===== src/rtl/serial_adder_ctrl.sv =====
// ============================================================================
// Module      : serial_adder_ctrl
// Description : Bit-serial N-bit adder sequencer. It feeds one operand bit
//               pair per clock, LSB first, through a single full_adder cell.
//               The optional signed-overflow output is enabled by defining
//               SERIAL_ADD_OVF_EN.
// Revision    : 1.0 - initial release
// ============================================================================
`default_nettype none

// One-bit full adder cell. The serial sequencer below reuses it for every bit.
module full_adder (
    input  logic a,
    input  logic b,
    input  logic ci,
    output logic s,
    output logic co
);
    assign s  = a ^ b ^ ci;
    assign co = (a & b) | (a & ci) | (b & ci);
endmodule

module serial_adder_ctrl #(
    parameter int N = 8
) (
    input  logic         clk,
    input  logic         rst,
    input  logic         start,
    input  logic [N-1:0] a,
    input  logic [N-1:0] b,
    input  logic         cin,
    output logic         busy,
    output logic         done,
    output logic [N-1:0] sum,
`ifdef SERIAL_ADD_OVF_EN
    output logic         ovf,
`endif
    output logic         cout
);

    localparam int CW = $clog2(N) + 1;
    localparam logic [CW-1:0] C_LAST = CW'(N - 1);

    typedef enum logic [1:0] {
        IDLE = 2'd0,
        RUN  = 2'd1,
        DONE = 2'd2
    } state_t;

    state_t        state;
    state_t        state_nxt;

    logic [N-1:0]  sha;
    logic [N-1:0]  shb;
    logic          carry;
    logic [CW-1:0] cnt;
    logic [N-1:0]  sum_q;
    logic          cout_q;
`ifdef SERIAL_ADD_OVF_EN
    logic          ovf_q;
`endif

    logic          fa_s;
    logic          fa_co;
    logic          accept;
    logic          last_bit;

    full_adder u_fa (
        .a  (sha[0]),
        .b  (shb[0]),
        .ci (carry),
        .s  (fa_s),
        .co (fa_co)
    );

    // Start is only honoured when no addition is in flight.
    assign accept   = start && ((state == IDLE) || (state == DONE));
    assign last_bit = (cnt == C_LAST);

    always_ff @(posedge clk) begin
        if (rst) begin
            state <= IDLE;
        end else begin
            state <= state_nxt;
        end
    end

    always_comb begin
        state_nxt = state;
        case (state)
            IDLE:    if (start) state_nxt = RUN;
            RUN:     if (last_bit) state_nxt = DONE;
            DONE:    state_nxt = start ? RUN : IDLE;
            default: state_nxt = IDLE;
        endcase
    end

    always_ff @(posedge clk) begin
        if (rst) begin
            sha    <= '0;
            shb    <= '0;
            carry  <= 1'b0;
            cnt    <= '0;
            sum_q  <= '0;
            cout_q <= 1'b0;
`ifdef SERIAL_ADD_OVF_EN
            ovf_q  <= 1'b0;
`endif
        end else if (accept) begin
            sha    <= a;
            shb    <= b;
            carry  <= cin;
            cnt    <= '0;
`ifdef SERIAL_ADD_OVF_EN
            ovf_q  <= 1'b0;
`endif
        end else if (state == RUN) begin
            carry <= fa_co;
            sum_q <= {fa_s, sum_q[N-1:1]};
            sha   <= sha >> 1;
            shb   <= shb >> 1;
            cnt   <= cnt + 1'b1;
            if (last_bit) begin
                cout_q <= fa_co;
`ifdef SERIAL_ADD_OVF_EN
                // Signed overflow: carry into the MSB differs from carry out of it.
                ovf_q  <= carry ^ fa_co;
`endif
            end
        end
    end

    assign busy = (state == RUN);
    assign done = (state == DONE);
    assign sum  = sum_q;
    assign cout = cout_q;
`ifdef SERIAL_ADD_OVF_EN
    assign ovf  = ovf_q;
`endif

endmodule

`default_nettype wire

===== config.mk =====
export PLATFORM = sky130hd
export DESIGN_NAME = serial_adder_ctrl
export DESIGN_NICKNAME = d
export VERILOG_FILES = /design/src/rtl/serial_adder_ctrl.sv
export SDC_FILE = /design/constraint.sdc
export NUM_CORES = 1
export LEC_CHECK = 0
export CAP_MARGIN = 20
export CORE_ASPECT_RATIO = 0.9
export CORE_MARGIN = 4
export CORE_UTILIZATION = 46
export CTS_CLUSTER_DIAMETER = 120
export CTS_CLUSTER_SIZE = 12
export DETAILED_ROUTE_END_ITERATION = 10
export GPL_TIMING_DRIVEN = 0
export HOLD_SLACK_MARGIN = 0.1
export PLACE_DENSITY = 0.82
export SYNTH_ARGS = -nofsm -noshare
export SYNTH_HDL_FRONTEND = slang
export SYNTH_HIERARCHICAL = 1
export SYNTH_SLANG_ARGS = --single-unit

===== constraint.sdc =====
create_clock -name clk -period 1.3 [get_ports clk]
set_input_delay 0.26 -clock clk [delete_from_list [all_inputs] [get_ports clk]]
set_output_delay 0.26 -clock clk [all_outputs]
set_load 0.01 [all_outputs]

# ---- After elaboration in Yosys (flattened, before gate mapping)
# Index checks and enable logic that the tools add are counted.
dict set report totals {
  elab_cells 39
  inputBits 20
  register_bits 32
}
dict set report classes {
  n_reduce_logical 8
  muxes 10
  bitwise_logic 8
  n_addsub 1
  n_eq_ne 5
}
# cell count
set op_table {}
lappend op_table {{$mux W8} 4}
lappend op_table {{$pmux W2 S3} 1}
lappend op_table {{$add A4 B1 Y4 const B} 1}
lappend op_table {{$eq A4 B3 Y1 const B} 1}
lappend op_table {{$mux W2} 2}
lappend op_table {{$reduce_and A2 Y1} 2}
lappend op_table {{$and A1 B1 Y1} 3}
lappend op_table {{$mux W1} 3}
lappend op_table {{$reduce_and A3 Y1} 1}
lappend op_table {{$eq A2 B1 Y1 const B} 1}
lappend op_table {{$eq A2 B2 Y1 const B} 1}
lappend op_table {{$logic_not A2 Y1} 1}
lappend op_table {{$ne A2 B1 Y1 const B} 1}
lappend op_table {{$ne A2 B2 Y1 const B} 1}
lappend op_table {{$or A1 B1 Y1} 2}
lappend op_table {{$reduce_bool A2 Y1} 1}
lappend op_table {{$reduce_or A2 Y1} 1}
lappend op_table {{$xor A1 B1 Y1} 2}
lappend op_table {{$logic_and A1 B1 Y1} 1}
lappend op_table {{$logic_or A1 B1 Y1} 1}
lappend op_table {{$not A1 Y1} 1}

# ---- Logic depth before layout (Yosys ltp)
dict set report logic_depth {
  depth_word 5
  mapped_depth 7
  ltp_nobuf 4
}

# ---- Modules after synthesis
# Netlist, hierarchy kept.
# module seq_area_each_um2 area_per_inst_um2 n_inst cells_each
set modules_own_cells {}
lappend modules_own_cells {serial_adder_ctrl 640.6 1337.5 1 148}
lappend modules_own_cells {full_adder 0.0 20.0 1 1}

# ---- Worst setup path after synthesis
# Ideal clock, no wire load.
dict set report synth_path {
  path_kind {register -> register}
  from {reg state[1]}
  to {reg state[0]}
  stages_incl_launch_ff 8
  arrival_time_ns 1.012
  synth_period_minus_slack_ns 1.132
  path_buffers 3
  setup_slack_ns 0.168
  cell_sequence {dfxtp_1 nand2b_1 buf_6 clkinv_2 buf_6 buf_8 a21oi_1 nor2_1}
}
dict set report synth_via {
  elab_chain_cells 3
  elab_cells_between_ends 7
  cone_classes {eq/ne (4); mux (1); reduce/logical (2)}
}
# element line
set synth_lines {}
lappend synth_lines {{start, declared} 50} ;# state_t state;
lappend synth_lines {{start signal, assigned} 84} ;# state <= state_nxt;
lappend synth_lines {{$eq A2 B1 Y1 (*)} n/a}
lappend synth_lines {{via busy} 32} ;# output logic busy,
lappend synth_lines {{$ne A2 B1 Y1 (no line)} n/a}
lappend synth_lines {{$reduce_and A2 Y1 (no line)} n/a}
# The timed path passes the listed nets; every way through them passes the cells marked *.
# A chain may end at the register's enable or synchronous reset.

# ---- Worst setup path in the final report
dict set report layout_path {
  from {reg state[1]}
  to {out busy}
}
dict set report layout_via {
  elab_chain_cells 1
}
# element line
set layout_lines {}
lappend layout_lines {{$eq A2 B1 Y1} 133} ;# assign busy = (state == RUN);
lappend layout_lines {{end, declared} 32}
# Every way passes these cells.

==> qor.yml <==
timing:
  period_needed_ps: 1372
  min_period_over_period_pct: 105.5
  rsz0062_at_grt: "yes"
  worst_slack_ps: -71.70
  relSlewSlack_pct: 64.63
  clock.fmax_mhz: 729.0
  slew_viol_final: 0
  finalClockSkew_ps: 22.15
  hold_violations: 0
  fin_tns_setup_ps: -71.70
  setup_violations: 1
  worstMarginPinSlew_ps: 530.6
critical_path:
  timing.rr.start: "state[1]"
  crit_arrival_ps: 1110
  crit_fanout: 3
  crit_path_end_kind: "output pin"
  r2r_setup_slack_ps: 30
  start_kind: "register"
  r2r-end: "cnt[1]"
  worstPathRequired_ps: 1040
  critPathKind: "register to output pin"
  rr_worst_depth: 6
synthesis:
  synthFlopType: "dfxtp_1"
  syn_inst: 149
  yosysWarnings: 6
  synth_area_um2: 1358
  netlist-cell-type-count: 31
  synth_seq_cells: 32
  synth.area.top_cells: "dfxtp_1 47%, nor3_1 8.5%, o22ai_1 4.6%, a21oi_2 4.5%, nand2_1 4.4%"
  yosysMostFrequentCell: "dfxtp_1"
  synthTopCellsByCount: "32 x dfxtp_1, 23 x nor3_1, 16 x nand2_1"
  synth_top_area_share_pct: 47.19
  syn_area_per_cell_um2: 9.111
  synthArstFlopShare_pct: 0
  syn-num-nets: 171
  synth_edf_count: 0
  ys_seq_area_share_pct: 47.19
  yosysTopAreaCell: "dfxtp_1"
drt:
  route.detailed.drc: 0
  wl_per_cell_um: 14.44
  drt_iter0_drc: 101
  postRouteAntennaNets: 0
  drt-total-wl_mm: 3.293
  drt-pass1-iter-count: 4
  vias: 1231
  vias_per_cell: 5.399
grt:
  grt_use_total_pct: 18.70
  antenna_found_initial: 0
  grt_max_degree: 19
  grt_pass1_vias: 1187
  grt_overflow: 0
  grt_pass1_wl_mm: 5.478
final_layout:
  synthToLayoutAreaGrowth_pct: 33.82
  antennaDiodeCount: 0
  nFillCells: 246
  multi_input_area_um2: 631.9
  fin_area_um2: 1817
  regArea_um2: 646.9
  drive_gt1_share_pct: 25.53
  nets: 209
floorplan:
  initial_utilization_pct: 48.61
  die_w_um: 65.27
  die_h_um: 59.54
  rows: 18
  fp.coreArea_um2: 2793
  die_area_um2: 3886
  ios: 31
clock_network:
  insertion_delay_ps: 340
  clockBufferDepth: 2
  cts_root_buf: "clkbuf_4"
  cts.htree.levels: 2
  cts.sinks: 32
  cts_tree: "yes"
  clk_pin_slew_ps: 110
  cts_made_buffers: 5
power_and_ir_drop:
  cellPowerDensity_nw_per_um2: 1204
  static-leakage-power_nw: 0.7018
  max-vdd-ir-drop_uv: 1166
status:
  status: "complete, but fails checks"
  failed_checks: "setup timing"
placement:
  io_buffers: 30
  place_area_um2: 1708
  place_congestion: 0.7702
  dp_hpwl_mm: 2.272
flow_run:
  drv_cap: 0
min_path:
  holdPathStages: 3
  hold_end: "sha[7]"
  hold_start: "a[7]"
  hp-class: "input port to register"
==> critical path, stage by stage (launching register included) <==
cell and delay [ps]:
dfxtp_2 340, nand2b_4 140, clkinv_4 60, buf_12 120, buf_6 110
==> per-layer routing <==
layer  track usage (%)  share of wire (%)  vias up
met4             6.213                1.2        0
met2             30.59                 47       41
met1             23.45                 45      584
li1                  -                  -      599
met5                 0                  0        -
met3             5.882                6.7        7
==> state kept, by name, indices dropped and copies added (netlist names) <==
name / flops
state: 2
cnt: 4
shb: 8
carry: 1
sum: 8
cout: 1
sha: 8
==> power by group <==
part / internal (mW) / switching, mW / leakage (nW)
sequential: 1.04 / 0.0401 / 0.264
combinational: 0.182 / 0.185 / 0.395
clock: 0.403 / 0.337 / 0.0422
==> worst max-delay path by stage <==
stage / from / end / slack (ps) / cells after the start
CTS: state[1] / busy / -120 / 5
finish: state[1] / busy / -70 / 4
global placement: state[0] / busy / -440 / 6
global route: state[1] / busy / -120 / 4
detailed placement: state[0] / busy / -460 / 6
floorplan: state[1] / state[0] / 170 / 7
==> repair_timing <==
item,in CTS,in global routing
endpoints found under the setup margin,16,27
resized for setup,24,10
setup buffers,2,1
hold buffers,0,0
==> placed cells by master, fill, tap and decap left out, types with 3 or more instances in the layout <==
| master | n |
|---|---|
| a21oi_1 | 6 |
| a21oi_2 | 7 |
| a31oi_1 | 3 |
| buf_2 | 5 |
| buf_4 | 4 |
| buf_6 | 3 |
| clkbuf_4 | 6 |
| clkdlybuf4s50_1 | 19 |
| dfxtp_1 | 27 |
| dfxtp_2 | 5 |
| dlygate4sd2_1 | 8 |
| nand2_1 | 16 |
| nand2_2 | 7 |
| nand3_1 | 4 |
| nor3_1 | 23 |
| o21ai_1 | 3 |
| o22ai_1 | 10 |
==> per-stage QoR <==
step / hold WS, ps / util, % / power [mW] / setup slack, ps / std cells
2_1_floorplan: 396.0 / - / 1.312 / 167.5 / 149
3_3_place_gp: 450.5 / 61.16 / 1.428 / -435.2 / 219
3_5_place_dp: 448.5 / 61.16 / 1.442 / -455.0 / 219
4_1_cts: 468.8 / 64.52 / 2.177 / -115.1 / 228
5_1_grt: 487.4 / 65.05 / 2.279 / -117.0 / 228
6_report: 460.1 / 65.05 / 2.187 / -71.70 / 228
==> area by class of cell <==
type                       instances  area share, %
tap                               40          2.755
sequential                        32          35.61
inverter                           3         0.8953
timing repair buffer              33          17.22
clock buffer                       6          2.273
multi-input combinational        101          34.78
buffer                            11          4.545
clock inverter                     2          1.928
==> logic make-up after synthesis <==
family	Yosys count	share of synthesized area (%)
XOR/XNOR	2	1.291
AND/OR/NAND/NOR	62	24.15
buffers and inverters	16	7.465
flip-flops	32	47.19
multiplexers	3	2.212
adder cells (fa/ha/maj)	2	2.396
AO/OA/AOI/OAI	32	15.30
Power figures use the tool's default switching activity.
==> RTL change 1 (same flow settings) <==
Add a define of `SERIAL_ADD_OVF_EN`.
--- a/src/rtl/serial_adder_ctrl.sv
+++ b/src/rtl/serial_adder_ctrl.sv
@@ -10,4 +10,6 @@
 
 // One-bit full adder cell. The serial sequencer below reuses it for every bit.
+`define SERIAL_ADD_OVF_EN
+
 module full_adder (
     input  logic a,
Function (old outputs only; new: ovf): kept (Yosys induction, for registers that start in step).
==> RTL change 1 against the original RTL <==
The run still ends with setup timing left. Sequential cell count grew 1. Wire length rose by 3.9%. Power decreased by 8.1%. Area after synthesis up 0.28%. Final area grew 0.90%. Count of clock-buffer cells in the layout up 2. Setup slack got worse by 0.0051 ns. Clock power down 28%. Worst hold slack lost 0.0012 ns. Largest cell class unchanged.
==> RTL change 1: results (changes against the original RTL) <==
Peak supply drop=792 uV (was 1170 uV); wire per inst=14.3 um (was 14.4 um); Non-CTS buffers=48 (was 44); Clk Latency, worst-skew pair=0.32 ns (was 0.34 ns); Clock-cell share=0.0266 (was 0.0420); setup violators final=2 (was 1); P&R area growth vs syn=34.7% (was 33.8%); Post-Place Cells=226 (was 219); Global Route met1 Usage=0.232 (was 0.235); met3 global-route usage=0.0512 (was 0.0588); CTS Root Cell=clkbuf_4 (unchanged); number of non-clock inverters=2 (was 3); FF+latch count=33 (was 32); final wirelength=3420 um (was 3290 um); initial drt markers=52 (was 101); Synth cell types=29 (was 31); syn nets=177 (was 171); Final nets=220 (was 209); synth top area cells=dfxtp_1 49%, nand2_1 8.0%, nor3_1 7.0% (was dfxtp_1 47%, nor3_1 8.5%, o22ai_1 4.6%); Flop pwr share=0.552 (was 0.494); largest net degree at the start of global routing=11 (was 19); CP max stage cell=fa_2 (was dfxtp_2); status=finished with violations (unchanged); Worst Clk Skew=0.00538 ns (was 0.0222 ns); detailed placement HPWL=2380 um (was 2270 um); Placer Congestion=0.819 (was 0.770); Filler cells=261 (was 246); GR met2 Demand/Resource=0.330 (was 0.306); hold path start=cout (was a[7]); Remaining DRCs=0 (unchanged); placed inst area=0.00172 mm^2 (was 0.00171 mm^2); drt first pass iters=5 (was 4); clock buffer count in the final layout=8 (was 6); worst setup margin=-0.0768 ns (was -0.0717 ns); Max FO, Critical Path=2 (was 3); gr usage total=0.192 (was 0.187); failing checks=setup timing (unchanged); footprint of the multi-input gates=622 um^2 (was 632 um^2); share of layout cells above drive strength 1=0.166 (was 0.255); Port Buffers=31 (was 30); Slew HR=0.653 (was 0.646); #MultiIn Comb=108 (was 101); setup TNS=-0.142 ns (was -0.0717 ns); Clock Pin Slew Worst Setup and Hold Paths=0.09 ns (was 0.11 ns); sw frac=0.266 (was 0.257); Pleak=0.750 nW (was 0.702 nW); DR vias=1,297 (was 1,231); Post-synth ARST share=0 (unchanged); worst hold path type=register to register (was primary input to register); max incr delay on CP=0.41 ns (was 0.34 ns); Seq/total area=0.365 (was 0.356); Avg Inst Size Synth=8.78 um^2 (was 9.11 um^2); CP Class=register to register (was register to output pin)
==> RTL change 1: worst paths after layout <==
check / to / cells past startpoint / slack (ns)
min: cout / 2 / 0.46
max: ovf / 4 / -0.08
min reg2reg: cout / 2 / 0.46
max reg2reg: ovf / 4 / -0.08
==> RTL change 1: critical path, delay by kind of cell (launching register included) <==
| kind | cells | cell delay (ns) |
|---|---|---|
| XOR/XNOR | 1 | 0.13 |
| AND/OR/NAND/NOR | 1 | 0.32 |
| AO/OA/AOI/OAI | 1 | 0.12 |
| flip-flops | 1 | 0.35 |
| adder cells (fa/ha/maj) | 1 | 0.41 |
==> RTL change 1: what timing repair did <==
item / 4_1_cts / 5_1_grt
pin swaps: 3 / 4
setup buffers: 3 / 3
resized for setup: 26 / 9
hold buffers: 0 / 0
setup endpoints to repair: 13 / 16
cloned: 0 / 0
==> RTL change 1: layer usage <==
| layer | up-vias | share of wire |
|---|---|---|
| li1 | 627 | - |
| met1 | 613 | 0.39 |
| met2 | 51 | 0.51 |
| met3 | 6 | 0.074 |
| met4 | 0 | 0.018 |
| met5 | - | 0 |
==> RTL change 1: power groups by stage <==
| stage | combinational (mW) | sequential, mW | clock, mW |
|---|---|---|---|
| after detailed placement | 0.330 | 1.13 | 0 |
| after CTS | 0.345 | 1.11 | 0.542 |
| after floorplan | 0.208 | 1.12 | 0 |
| after global routing | 0.405 | 1.12 | 0.574 |
| final | 0.369 | 1.11 | 0.532 |
| after global placement | 0.321 | 1.12 | 0 |
==> RTL change 1: cells by family (layout without fill, tap and decap cells) <==
group	Yosys count	after routing	share of synthesized area
muxes	3	3	0.0221
DFF	33	33	0.485
AOI/OAI and AO/OA	36	36	0.149
buffers and inverters	14	58	0.0744
xor gates and xnor gates	3	3	0.0193
and+or+nand+nor	64	64	0.226
adders and majority gates	2	2	0.0239
==> RTL change 2 (config.mk and constraints unchanged) <==
Made on the original files. Make the reset (`rst`) asynchronous in 2 clocked blocks.
--- a/src/rtl/serial_adder_ctrl.sv
+++ b/src/rtl/serial_adder_ctrl.sv
@@ -78,5 +78,5 @@
     assign last_bit = (cnt == C_LAST);
 
-    always_ff @(posedge clk) begin
+    always_ff @(posedge clk or posedge rst) begin
         if (rst) begin
             state <= IDLE;
@@ -96,5 +96,5 @@
     end
 
-    always_ff @(posedge clk) begin
+    always_ff @(posedge clk or posedge rst) begin
         if (rst) begin
             sha    <= '0;
Formal check against the unedited RTL: differs if rst is asserted again (counterexample within 4 cycles, from zero or initial values and one cycle with rst high); with rst held inactive, the same outputs for 10 cycles.
==> RTL change 2 against the original RTL <==
The flow still finishes with violations (setup timing). Setup slack worse by 0.15 ns. Sequential share of layout area up 3.1 points. Final area up 14%. Sequential cell count unchanged. Final cell count up 6.1%. Area after synthesis up 4.7%. Non-clock buffer count up 13. Global-route usage up 1.4 points. Wire length up 8.8%.
Power is not compared: it rests on default switching activity, and its combinational part moved more than twofold at a synthesized area within 25%.
==> RTL change 2: results (changes against the original RTL) <==
setup violators final=7 (was 1); pre-CTS setup slack=-0.502 ns (was -0.455 ns); worst hold path type=primary input to asynchronous set/reset pin (was primary input to register); Post-synth ARST share=1.00 (was 0); largest net degree at the start of global routing=25 (was 19); multi-input combinational area share=0.274 (was 0.348); vias per cell=5.21 (was 5.40); Slew @ Worst Pin=0.410 ns (was 0.531 ns); Non-CTS buffers=57 (was 44); prevailing post-synth register cell=dfrtp_1 (was dfxtp_1); number of non-clock inverters=2 (was 3); R2R Setup Slk=-0.04 ns (was 0.03 ns); #MultiIn Comb=103 (was 101); WL met3=209 um (was 219 um); postcts setup bufs=13 (was 2); first-pass GRT wire length=5840 um (was 5480 um); Avg Inst Size Synth=9.67 um^2 (was 9.11 um^2); FF-to-FF Start=state[0] (was state[1]); Worst EP arrival=1.26 ns (was 1.11 ns); Post-Place Cells=218 (was 219); final wirelength=3580 um (was 3290 um); Placer Congestion=0.775 (was 0.770); worst setup margin=-0.218 ns (was -0.0717 ns); sequential area share after synthesis=0.563 (was 0.472); synth top area cells=dfrtp_1 56%, nand2_1 14%, a31oi_1 4.0% (was dfxtp_1 47%, nor3_1 8.5%, o22ai_1 4.6%); detailed placement HPWL=2260 um (was 2270 um); failing checks=setup timing (unchanged); initial drt markers=45 (was 101); Worst Clk Skew=0.00974 ns (was 0.0222 ns); syn nets=169 (was 171); met3 global-route usage=0.0500 (was 0.0588); Register Area=801 um^2 (was 647 um^2); share of layout cells above drive strength 1=0.233 (was 0.255); M1 WL=1450 um (was 1500 um); max incr delay on CP=0.43 ns (was 0.34 ns); Filler cells=229 (was 246); commonest cells in the netlist=54 x nand2_1, 32 x dfrtp_1, 10 x nor2_1 (was 32 x dfxtp_1, 23 x nor3_1, 16 x nand2_1); status=finished with violations (unchanged); CP max stage cell=dfrtp_1 (was dfxtp_2); wire per inst=14.8 um (was 14.4 um); Synth cell types=23 (was 31); Reg-to-Reg End=shb[7] (was cnt[1]); Clock-cell share=0.0387 (was 0.0420); vias in the first global route=1,266 (was 1,187); met2 wire length=1850 um (was 1540 um); # resized after CTS=32 (was 24); Global Route met1 Usage=0.234 (was 0.235); hold slack=0.199 ns (was 0.460 ns); buffering overhead=0.271 (was 0.218); gr usage total=0.201 (was 0.187)
RTL change 2: critical path, delay by kind of cell (launching register included):
family / cells / cell delay, ns
buffers and inverters: 4 / 0.37
flip-flops: 1 / 0.43
AND/OR/NAND/NOR: 1 / 0.11
RTL change 2: stage by stage:
stage                     area [um^2]  TNS (ns)
after global routing             2070    -0.886
after floorplan                  1420         0
final                            2070    -0.564
after detailed placement         1800     -3.75
after global placement           1770    -14.90
after CTS                        2010    -0.574
RTL change 2: logic make-up (layout without fill, tap and decap cells):
kind of cell / after synthesis / in the layout / share of synthesized area
flip-flops: 32 / 32 / 0.563
adder cells (fa/ha/maj): 2 / 2 / 0.0229
AO/OA/AOI/OAI: 20 / 20 / 0.0942
multiplexers: 4 / 4 / 0.0326
buffers and inverters: 12 / 67 / 0.0599
AND/OR/NAND/NOR: 77 / 77 / 0.227
